===== config.mk =====
export PLATFORM = sky130hd
export DESIGN_NAME = key_exp_ctrl_flat
export DESIGN_NICKNAME = d
export VERILOG_FILES = /design/src/rtl/key_exp_ctrl_if.sv /design/src/rtl/key_exp_ctrl.sv /design/src/flat_wrapper.sv
export SDC_FILE = /design/constraint.sdc
export NUM_CORES = 1
export LEC_CHECK = 0
export ABC_AREA = 1
export CAP_MARGIN = 20
export CELL_PAD_IN_SITES_DETAIL_PLACEMENT = 1
export CELL_PAD_IN_SITES_GLOBAL_PLACEMENT = 1
export CORE_UTILIZATION = 38
export DETAILED_ROUTE_END_ITERATION = 8
export GPL_TIMING_DRIVEN = 0
export PLACE_DENSITY = 0.9
export SETUP_SLACK_MARGIN = 0.15
export SYNTH_ARGS = -nofsm -noshare
export SYNTH_HDL_FRONTEND = slang
export SYNTH_SLANG_ARGS = --single-unit

===== constraint.sdc =====
create_clock -name clk_in -period 2.15 [get_ports clk_in]
set_clock_uncertainty 0.2 [all_clocks]
set_input_delay 0.3225 -clock clk_in [delete_from_list [all_inputs] [get_ports clk_in]]
set_output_delay 0.3225 -clock clk_in [all_outputs]
set_load 0.01 [all_outputs]

===== src/rtl/key_exp_ctrl_if.sv =====
// Control bundle between the AES key-expansion sequencer (master) and its datapath/arbiter (slave).
// abort_in/abort_out exist only when KEY_EXP_ABORT_EN is defined.
interface key_exp_ctrl_if;
  logic       start_in;
  logic [1:0] conf_in;
  logic       sbox_gnt_in;
  logic       busy_out;
  logic       done_out;
  logic [2:0] key_word_sel_out;
  logic       wr_en_out;
  logic [5:0] wr_addr_out;
  logic [2:0] imodk_out;
  logic       rot_en_out;
  logic       sub_en_out;
  logic [3:0] rcon_idx_out;
  logic       sbox_req_out;
`ifdef KEY_EXP_ABORT_EN
  logic       abort_in;
  logic       abort_out;
`endif

  modport master (
`ifdef KEY_EXP_ABORT_EN
    input  abort_in,
    output abort_out,
`endif
    input  start_in, conf_in, sbox_gnt_in,
    output busy_out, done_out, key_word_sel_out, wr_en_out, wr_addr_out,
    output imodk_out, rot_en_out, sub_en_out, rcon_idx_out, sbox_req_out
  );

  modport slave (
`ifdef KEY_EXP_ABORT_EN
    output abort_in,
    input  abort_out,
`endif
    output start_in, conf_in, sbox_gnt_in,
    input  busy_out, done_out, key_word_sel_out, wr_en_out, wr_addr_out,
    input  imodk_out, rot_en_out, sub_en_out, rcon_idx_out, sbox_req_out
  );
endinterface


===== src/rtl/key_exp_ctrl.sv =====
// AES key-expansion sequencer: 1 cycle per plain word, 2+SBOX_LAT per S-box word; stalls in CALC until sbox_gnt_in.
// All outputs are registered. Optional abort path enabled by KEY_EXP_ABORT_EN.
module key_exp_ctrl #(
  parameter int SBOX_LAT = 1
) (
  input  logic           clk_in,
  input  logic           rst_in,
  key_exp_ctrl_if.master bus
);

  typedef enum logic [2:0] {S_IDLE, S_LOAD, S_CALC, S_WAIT, S_WRITE, S_DONE} state_t;

  state_t     state;
  logic [5:0] i;
  logic [2:0] imodk;
  logic [3:0] rcon;
  logic [2:0] nk_m1;
  logic [5:0] total_m1;
  logic [1:0] lat_cnt;
  logic       busy;
  logic       done;
  logic       wr_en;
  logic       rot_en;
  logic       sub_en;
  logic       sbox_req;
  logic [2:0] key_sel;

  logic [5:0] nxt_i;
  logic       nxt_wrap;
  logic [2:0] nxt_imodk;
  logic [3:0] nxt_rcon;
  logic       nxt_sub;
  logic       last;
  logic       adv;

  // Controls for word i+1 are precomputed so they are stable for its whole duration.
  always_comb begin
    nxt_i     = i + 6'd1;
    nxt_wrap  = (imodk == nk_m1);
    nxt_imodk = nxt_wrap ? 3'd0 : imodk + 3'd1;
    nxt_rcon  = nxt_wrap ? rcon + 4'd1 : rcon;
    nxt_sub   = nxt_wrap || ((nk_m1 == 3'd7) && (nxt_imodk == 3'd4) && (nxt_rcon != 4'd0));
    last      = (i == total_m1);
    adv       = (state == S_LOAD) || (state == S_WRITE) || ((state == S_CALC) && !sub_en);
  end

`ifdef KEY_EXP_ABORT_EN
  logic abort_q;
  assign bus.abort_out = abort_q;
`endif

  always_ff @(posedge clk_in or posedge rst_in) begin
    if (rst_in) begin
      state    <= S_IDLE;
      i        <= '0;
      imodk    <= '0;
      rcon     <= '0;
      nk_m1    <= 3'd3;
      total_m1 <= 6'd43;
      lat_cnt  <= '0;
      busy     <= 1'b0;
      done     <= 1'b0;
      wr_en    <= 1'b0;
      rot_en   <= 1'b0;
      sub_en   <= 1'b0;
      sbox_req <= 1'b0;
      key_sel  <= '0;
`ifdef KEY_EXP_ABORT_EN
      abort_q  <= 1'b0;
`endif
    end else begin
      done <= 1'b0;
`ifdef KEY_EXP_ABORT_EN
      abort_q <= 1'b0;
      if (bus.abort_in && busy) begin
        state    <= S_IDLE;
        i        <= '0;
        imodk    <= '0;
        rcon     <= '0;
        busy     <= 1'b0;
        wr_en    <= 1'b0;
        rot_en   <= 1'b0;
        sub_en   <= 1'b0;
        sbox_req <= 1'b0;
        key_sel  <= '0;
        abort_q  <= 1'b1;
      end else
`endif
      if (adv) begin
        if (last) begin
          state    <= S_DONE;
          i        <= '0;
          imodk    <= '0;
          rcon     <= '0;
          busy     <= 1'b0;
          done     <= 1'b1;
          wr_en    <= 1'b0;
          rot_en   <= 1'b0;
          sub_en   <= 1'b0;
          sbox_req <= 1'b0;
          key_sel  <= '0;
        end else begin
          i      <= nxt_i;
          imodk  <= nxt_imodk;
          rcon   <= nxt_rcon;
          rot_en <= nxt_wrap;
          sub_en <= nxt_sub;
          // rcon stays 0 exactly while i < Nk, i.e. while input key words are copied.
          if (nxt_rcon == 4'd0) begin
            state    <= S_LOAD;
            wr_en    <= 1'b1;
            sbox_req <= 1'b0;
            key_sel  <= nxt_i[2:0];
          end else begin
            state    <= S_CALC;
            wr_en    <= !nxt_sub;
            sbox_req <= nxt_sub;
            key_sel  <= '0;
          end
        end
      end else begin
        case (state)
          S_IDLE: begin
            if (bus.start_in) begin
              case (bus.conf_in)
                2'b00: begin nk_m1 <= 3'd3; total_m1 <= 6'd43; end
                2'b01: begin nk_m1 <= 3'd5; total_m1 <= 6'd51; end
                default: begin nk_m1 <= 3'd7; total_m1 <= 6'd59; end
              endcase
              state    <= S_LOAD;
              i        <= '0;
              imodk    <= '0;
              rcon     <= '0;
              busy     <= 1'b1;
              wr_en    <= 1'b1;
              rot_en   <= 1'b0;
              sub_en   <= 1'b0;
              sbox_req <= 1'b0;
              key_sel  <= '0;
            end
          end
          S_CALC: begin
            if (bus.sbox_gnt_in) begin
              state   <= S_WAIT;
              lat_cnt <= '0;
            end
          end
          S_WAIT: begin
            if (lat_cnt == 2'(SBOX_LAT - 1)) begin
              state    <= S_WRITE;
              sbox_req <= 1'b0;
              wr_en    <= 1'b1;
            end else begin
              lat_cnt <= lat_cnt + 2'd1;
            end
          end
          S_DONE:  state <= S_IDLE;
          default: ;
        endcase
      end
    end
  end

  assign bus.busy_out         = busy;
  assign bus.done_out         = done;
  assign bus.key_word_sel_out = key_sel;
  assign bus.wr_en_out        = wr_en;
  assign bus.wr_addr_out      = i;
  assign bus.imodk_out        = imodk;
  assign bus.rot_en_out       = rot_en;
  assign bus.sub_en_out       = sub_en;
  assign bus.rcon_idx_out     = rcon;
  assign bus.sbox_req_out     = sbox_req;

endmodule


===== src/flat_wrapper.sv =====
// flat-port wrapper written by rule: the top's interface ports become plain ports
module key_exp_ctrl_flat 
#(
  parameter int SBOX_LAT = 1
)
  (clk_in, rst_in, bus_start_in, bus_conf_in, bus_sbox_gnt_in, bus_busy_out, bus_done_out, bus_key_word_sel_out, bus_wr_en_out, bus_wr_addr_out, bus_imodk_out, bus_rot_en_out, bus_sub_en_out, bus_rcon_idx_out, bus_sbox_req_out);
  key_exp_ctrl_if bus_i ();
  input  logic clk_in;
  input  logic rst_in;
  input wire logic [$bits(bus_i.start_in)-1:0] bus_start_in;
  input wire logic [$bits(bus_i.conf_in)-1:0] bus_conf_in;
  input wire logic [$bits(bus_i.sbox_gnt_in)-1:0] bus_sbox_gnt_in;
  output wire logic [$bits(bus_i.busy_out)-1:0] bus_busy_out;
  output wire logic [$bits(bus_i.done_out)-1:0] bus_done_out;
  output wire logic [$bits(bus_i.key_word_sel_out)-1:0] bus_key_word_sel_out;
  output wire logic [$bits(bus_i.wr_en_out)-1:0] bus_wr_en_out;
  output wire logic [$bits(bus_i.wr_addr_out)-1:0] bus_wr_addr_out;
  output wire logic [$bits(bus_i.imodk_out)-1:0] bus_imodk_out;
  output wire logic [$bits(bus_i.rot_en_out)-1:0] bus_rot_en_out;
  output wire logic [$bits(bus_i.sub_en_out)-1:0] bus_sub_en_out;
  output wire logic [$bits(bus_i.rcon_idx_out)-1:0] bus_rcon_idx_out;
  output wire logic [$bits(bus_i.sbox_req_out)-1:0] bus_sbox_req_out;
  assign bus_i.start_in = bus_start_in;
  assign bus_i.conf_in = bus_conf_in;
  assign bus_i.sbox_gnt_in = bus_sbox_gnt_in;
  assign bus_busy_out = bus_i.busy_out;
  assign bus_done_out = bus_i.done_out;
  assign bus_key_word_sel_out = bus_i.key_word_sel_out;
  assign bus_wr_en_out = bus_i.wr_en_out;
  assign bus_wr_addr_out = bus_i.wr_addr_out;
  assign bus_imodk_out = bus_i.imodk_out;
  assign bus_rot_en_out = bus_i.rot_en_out;
  assign bus_sub_en_out = bus_i.sub_en_out;
  assign bus_rcon_idx_out = bus_i.rcon_idx_out;
  assign bus_sbox_req_out = bus_i.sbox_req_out;
  key_exp_ctrl #(.SBOX_LAT(SBOX_LAT)) u_core (.clk_in(clk_in), .rst_in(rst_in), .bus(bus_i));
endmodule

==> metrics.csv <==
stage;metric;value;unit
sta;setup TNS;0;ns
setup_path;R2R Setup Slk;0.28;ns
sta;Slew @ Worst Pin;0.496;ns
floorplanning;Starting Density;0.401;
setup_path;Crit-path slowest cell;clkdlybuf4s50_1;
sta;unrepaired setup endpoints after global routing;true;
synth;#FFs+latches synth;29;
synth;async set-reset flop share out of synthesis;1.00;
setup_path;critical path's top delay family;buffers and inverters;
pwr;Leak;1.09;nW
placed_design;DP HPWL;3080;um
synth;Netlist Area Pre-Place;0.00162;mm^2
final_layout;# fillers;498;
setup_path;required time of the critical path;1.63;ns
floorplanning;core box area;0.00403;mm^2
sta;Tmin final;1.88;ns
setup_path;Crit path depth;1;
sta;Tcrit/Tclk final;0.873;
clock_network;# hold bufs at CTS;0;
sta;slew margin rel.;0.669;
pwr;Pwr Density;564;mW/mm^2
floorplanning;I/O pin count;28;
synth;post-synthesis area per instance;7.96;um^2
setup_path;Crit Path Class;reg -> out;
final_layout;Antenna diodes;0;
grt;total grt overflow;0;
setup_path;Worst Path Buf+Inv;1;
floorplanning;Die ar.;0.00452;mm^2
min_path;Hold Crit Class;in -> async;
setup_path;crit-path max FO;5;
setup_path;Largest stage delay, worst path;0.59;ns
detailed_routing;wire length per cell;15.1;um
synth;number of flops mapped to enable cells by yosys;0;
pwr;cell internal pwr;0.000962;W
clock_network;CTS buffer count;5;
clock_network;CTS Buffer Depth;2;
detailed_routing;DR vias;1492;
outcome;run status;finished clean;
synth;Synth top cells by count;59 x nand2_1, 28 x dfrtp_1, 24 x inv_1, 18 x o21ai_0, 13 x nand3_1;
clock_network;clock sink count;29;
final_layout;layout cells sized above 1;0.190;
synth;count leader, synth;nand2_1;
detailed_routing;post-DR vias/cell;5.11;
clock_network;CTS root buf;clkbuf_8;
floorplanning;Die Y;67.2;um
sta;# setup viols final;0;
final_layout;nets;251;
detailed_routing;drt first pass iters;4;
synth;syn_nets;213;
detailed_routing;antenna-violating nets left;0;
synth;Post-Syn Instances;203;
setup_path;crit path cell chain;clkdlybuf4s50_1;
grt;vias in the first global route;1480;
final_layout;Final Core Density;0.541;
run;max-cap viol count;0;
synth;Synth warnings;0;
grt;initial antenna violation count;0;
pwr;sw power;0.000269;W
sta;final hold vios;0;
clock_network;clock slew at reported path FFs;0.06;ns
grt;first-pass GRT wire length;7020;um
clock_network;CTS tree;done;
setup_path;Crit. End Element;output port;
pwr;VDD IR-drop max;0.264;mV
synth;post-synth top area share;0.434;
setup_path;startpoint types;flip-flop;
pwr;switching share of power;0.218;
placed_design;GPL Wtd Cong;0.844;
setup_path;CP arrival;1.35;ns
floorplanning;die width;67.2;um
detailed_routing;initial DRC count;64;
final_layout;Area Overhead vs Synth;35.0;%
sta;final slew viol count;0;
floorplanning;# rows;23;
grt;Total GRT Usage;0.216;
pwr;Reg power frac;0.451;
synth;most area-consuming cells after synthesis;dfrtp_1 43%, nand2_1 14%, o21ai_0 5.6%;
detailed_routing;DR DRC count;0;
synth;Seq/Total Area, Yosys;0.450;
placed_design;PortBufs;27;
detailed_routing;routed wire length;4410;um
clock_network;htree depth;2;
grt;largest net degree at the start of global routing;21;
sta;Fmax;533;MHz
pwr;combinational power share;0.070;
clock_network;worst skew pair latency;0.29;ns
setup_path;R2R depth;10;
synth;Synth Flop Type;dfrtp_1;
synth;post-synth cell types;29;
pwr;Clk pwr share;0.479;
synth;post-synth top area cell;dfrtp_1;
-- state kept, by name, summed over array words and instances, names as in the netlist --
signal and cells:
u_core.bus.wr_addr_out 6, u_core.bus.rcon_idx_out 4, u_core.bus.imodk_out 3, u_core.bus.key_word_sel_out 3, u_core.state 3, u_core.lat_cnt 2
u_core.nk_m1 2, u_core.bus.busy_out 1, u_core.bus.done_out 1, u_core.bus.rot_en_out 1, u_core.bus.sbox_req_out 1, u_core.bus.sub_en_out 1
u_core.bus.wr_en_out 1
-- worst register-to-register path: cells and delay by family (launching register included) --
kind / cells / cell delay, ns
AO/OA/AOI/OAI: 1 / 0.13
buffers and inverters: 3 / 0.32
flip-flops: 1 / 0.39
AND/OR/NAND/NOR: 6 / 0.75
-- metal layers --
layer | vias up | GRT usage | wire (um)
met5 | - | 0 | 0
met4 | 0 | 0.117 | 86
met3 | 8 | 0.0422 | 150
met2 | 31 | 0.346 | 2240
met1 | 733 | 0.271 | 1930
li1 | 720 | - | -
-- metrics by stage --
| step | setup WS [ns] | cells | power [W] | hold WS, ns | cell area (um^2) |
|---|---|---|---|---|---|
| after floorplan | 0.343 | 203 | 0.000601 | 0.200 | 1620 |
| after global placement | 0.122 | 280 | 0.000623 | 0.271 | 1950 |
| after detailed placement | 0.0451 | 281 | 0.000631 | 0.273 | 1980 |
| after CTS | 0.153 | 289 | 0.00123 | 0.170 | 2110 |
| after global routing | 0.146 | 292 | 0.00127 | 0.201 | 2180 |
| final | 0.274 | 292 | 0.00123 | 0.158 | 2180 |
-- kinds of logic after synthesis --
family | share of synthesized area
AND/OR/NAND/NOR | 0.283
buffers and inverters | 0.0860
AO/OA/AOI/OAI | 0.112
flip-flops | 0.450
XOR/XNOR | 0.0380
adder cells (fa/ha/maj) | 0.0310
-- cell usage in the layout, fill, tap and decap left out, drive strengths merged --
cell type      netlist  routed
o22ai                1       1
nand4                1       1
clkbuf               0       7
a22o                 2       2
dfrtp               28      28
buf                  2       6
nand2               65      65
xor2                 6       6
dfstp                1       1
xnor2                1       1
bufinv               0       1
nor2                14      14
ha                   4       4
nor3                 4       4
o31ai                2       2
a21oi                2       2
o21ai               21      21
inv                 31      31
o211ai               1       1
nand3               15      15
a22oi                1       1
a21boi               1       1
clkdlybuf4s50        0      27
-- path summary, 6_finish.rpt --
kind | endpoint | startpoint
worst max-delay path | bus_imodk_out[2] | u_core.bus.imodk_out[2]
worst min-delay path | u_core.state[2] | rst_in
worst max register to register | u_core.bus.key_word_sel_out[0] | u_core.state[0]
worst min register to register | u_core.bus.key_word_sel_out[1] | u_core.bus.key_word_sel_out[1]
max in group asynchronous | u_core.nk_m1[1] | rst_in
min in group clk_in | u_core.bus.key_word_sel_out[1] | u_core.bus.key_word_sel_out[1]
-- repair_timing --
item / in CTS / in global routing
buffers inserted: 0 / 3
endpoints found under the setup margin: 14 / 8
endpoints found under the hold margin: 0 / 0
gates resized for setup: 5 / 11
pin swaps: 0 / 5
-- cell type report --
type	count	area (um^2)	area share
Multi-Input combinational cell	141	816	0.374
Sequential cell	29	727	0.333
Timing Repair Buffer	31	320	0.147
Inverter	31	116	0.0534
Clock buffer	7	86.3	0.0396
Tap cell	50	62.6	0.0287
Clock inverter	1	30.0	0.0138
Buffer	2	22.5	0.0103
-- power groups by stage --
stage / Sequential, W / Clock (W) / Combinational, W
3_5_place_dp: 0.000565 / 0 / 0.0000663
2_1_floorplan: 0.000564 / 0 / 0.0000370
4_1_cts: 0.000555 / 0.000602 / 0.0000724
5_1_grt: 0.000556 / 0.000618 / 0.0000957
3_3_place_gp: 0.000565 / 0 / 0.0000581
6_report: 0.000555 / 0.000590 / 0.0000857
No activity file was read; power rests on OpenSTA's default activity.
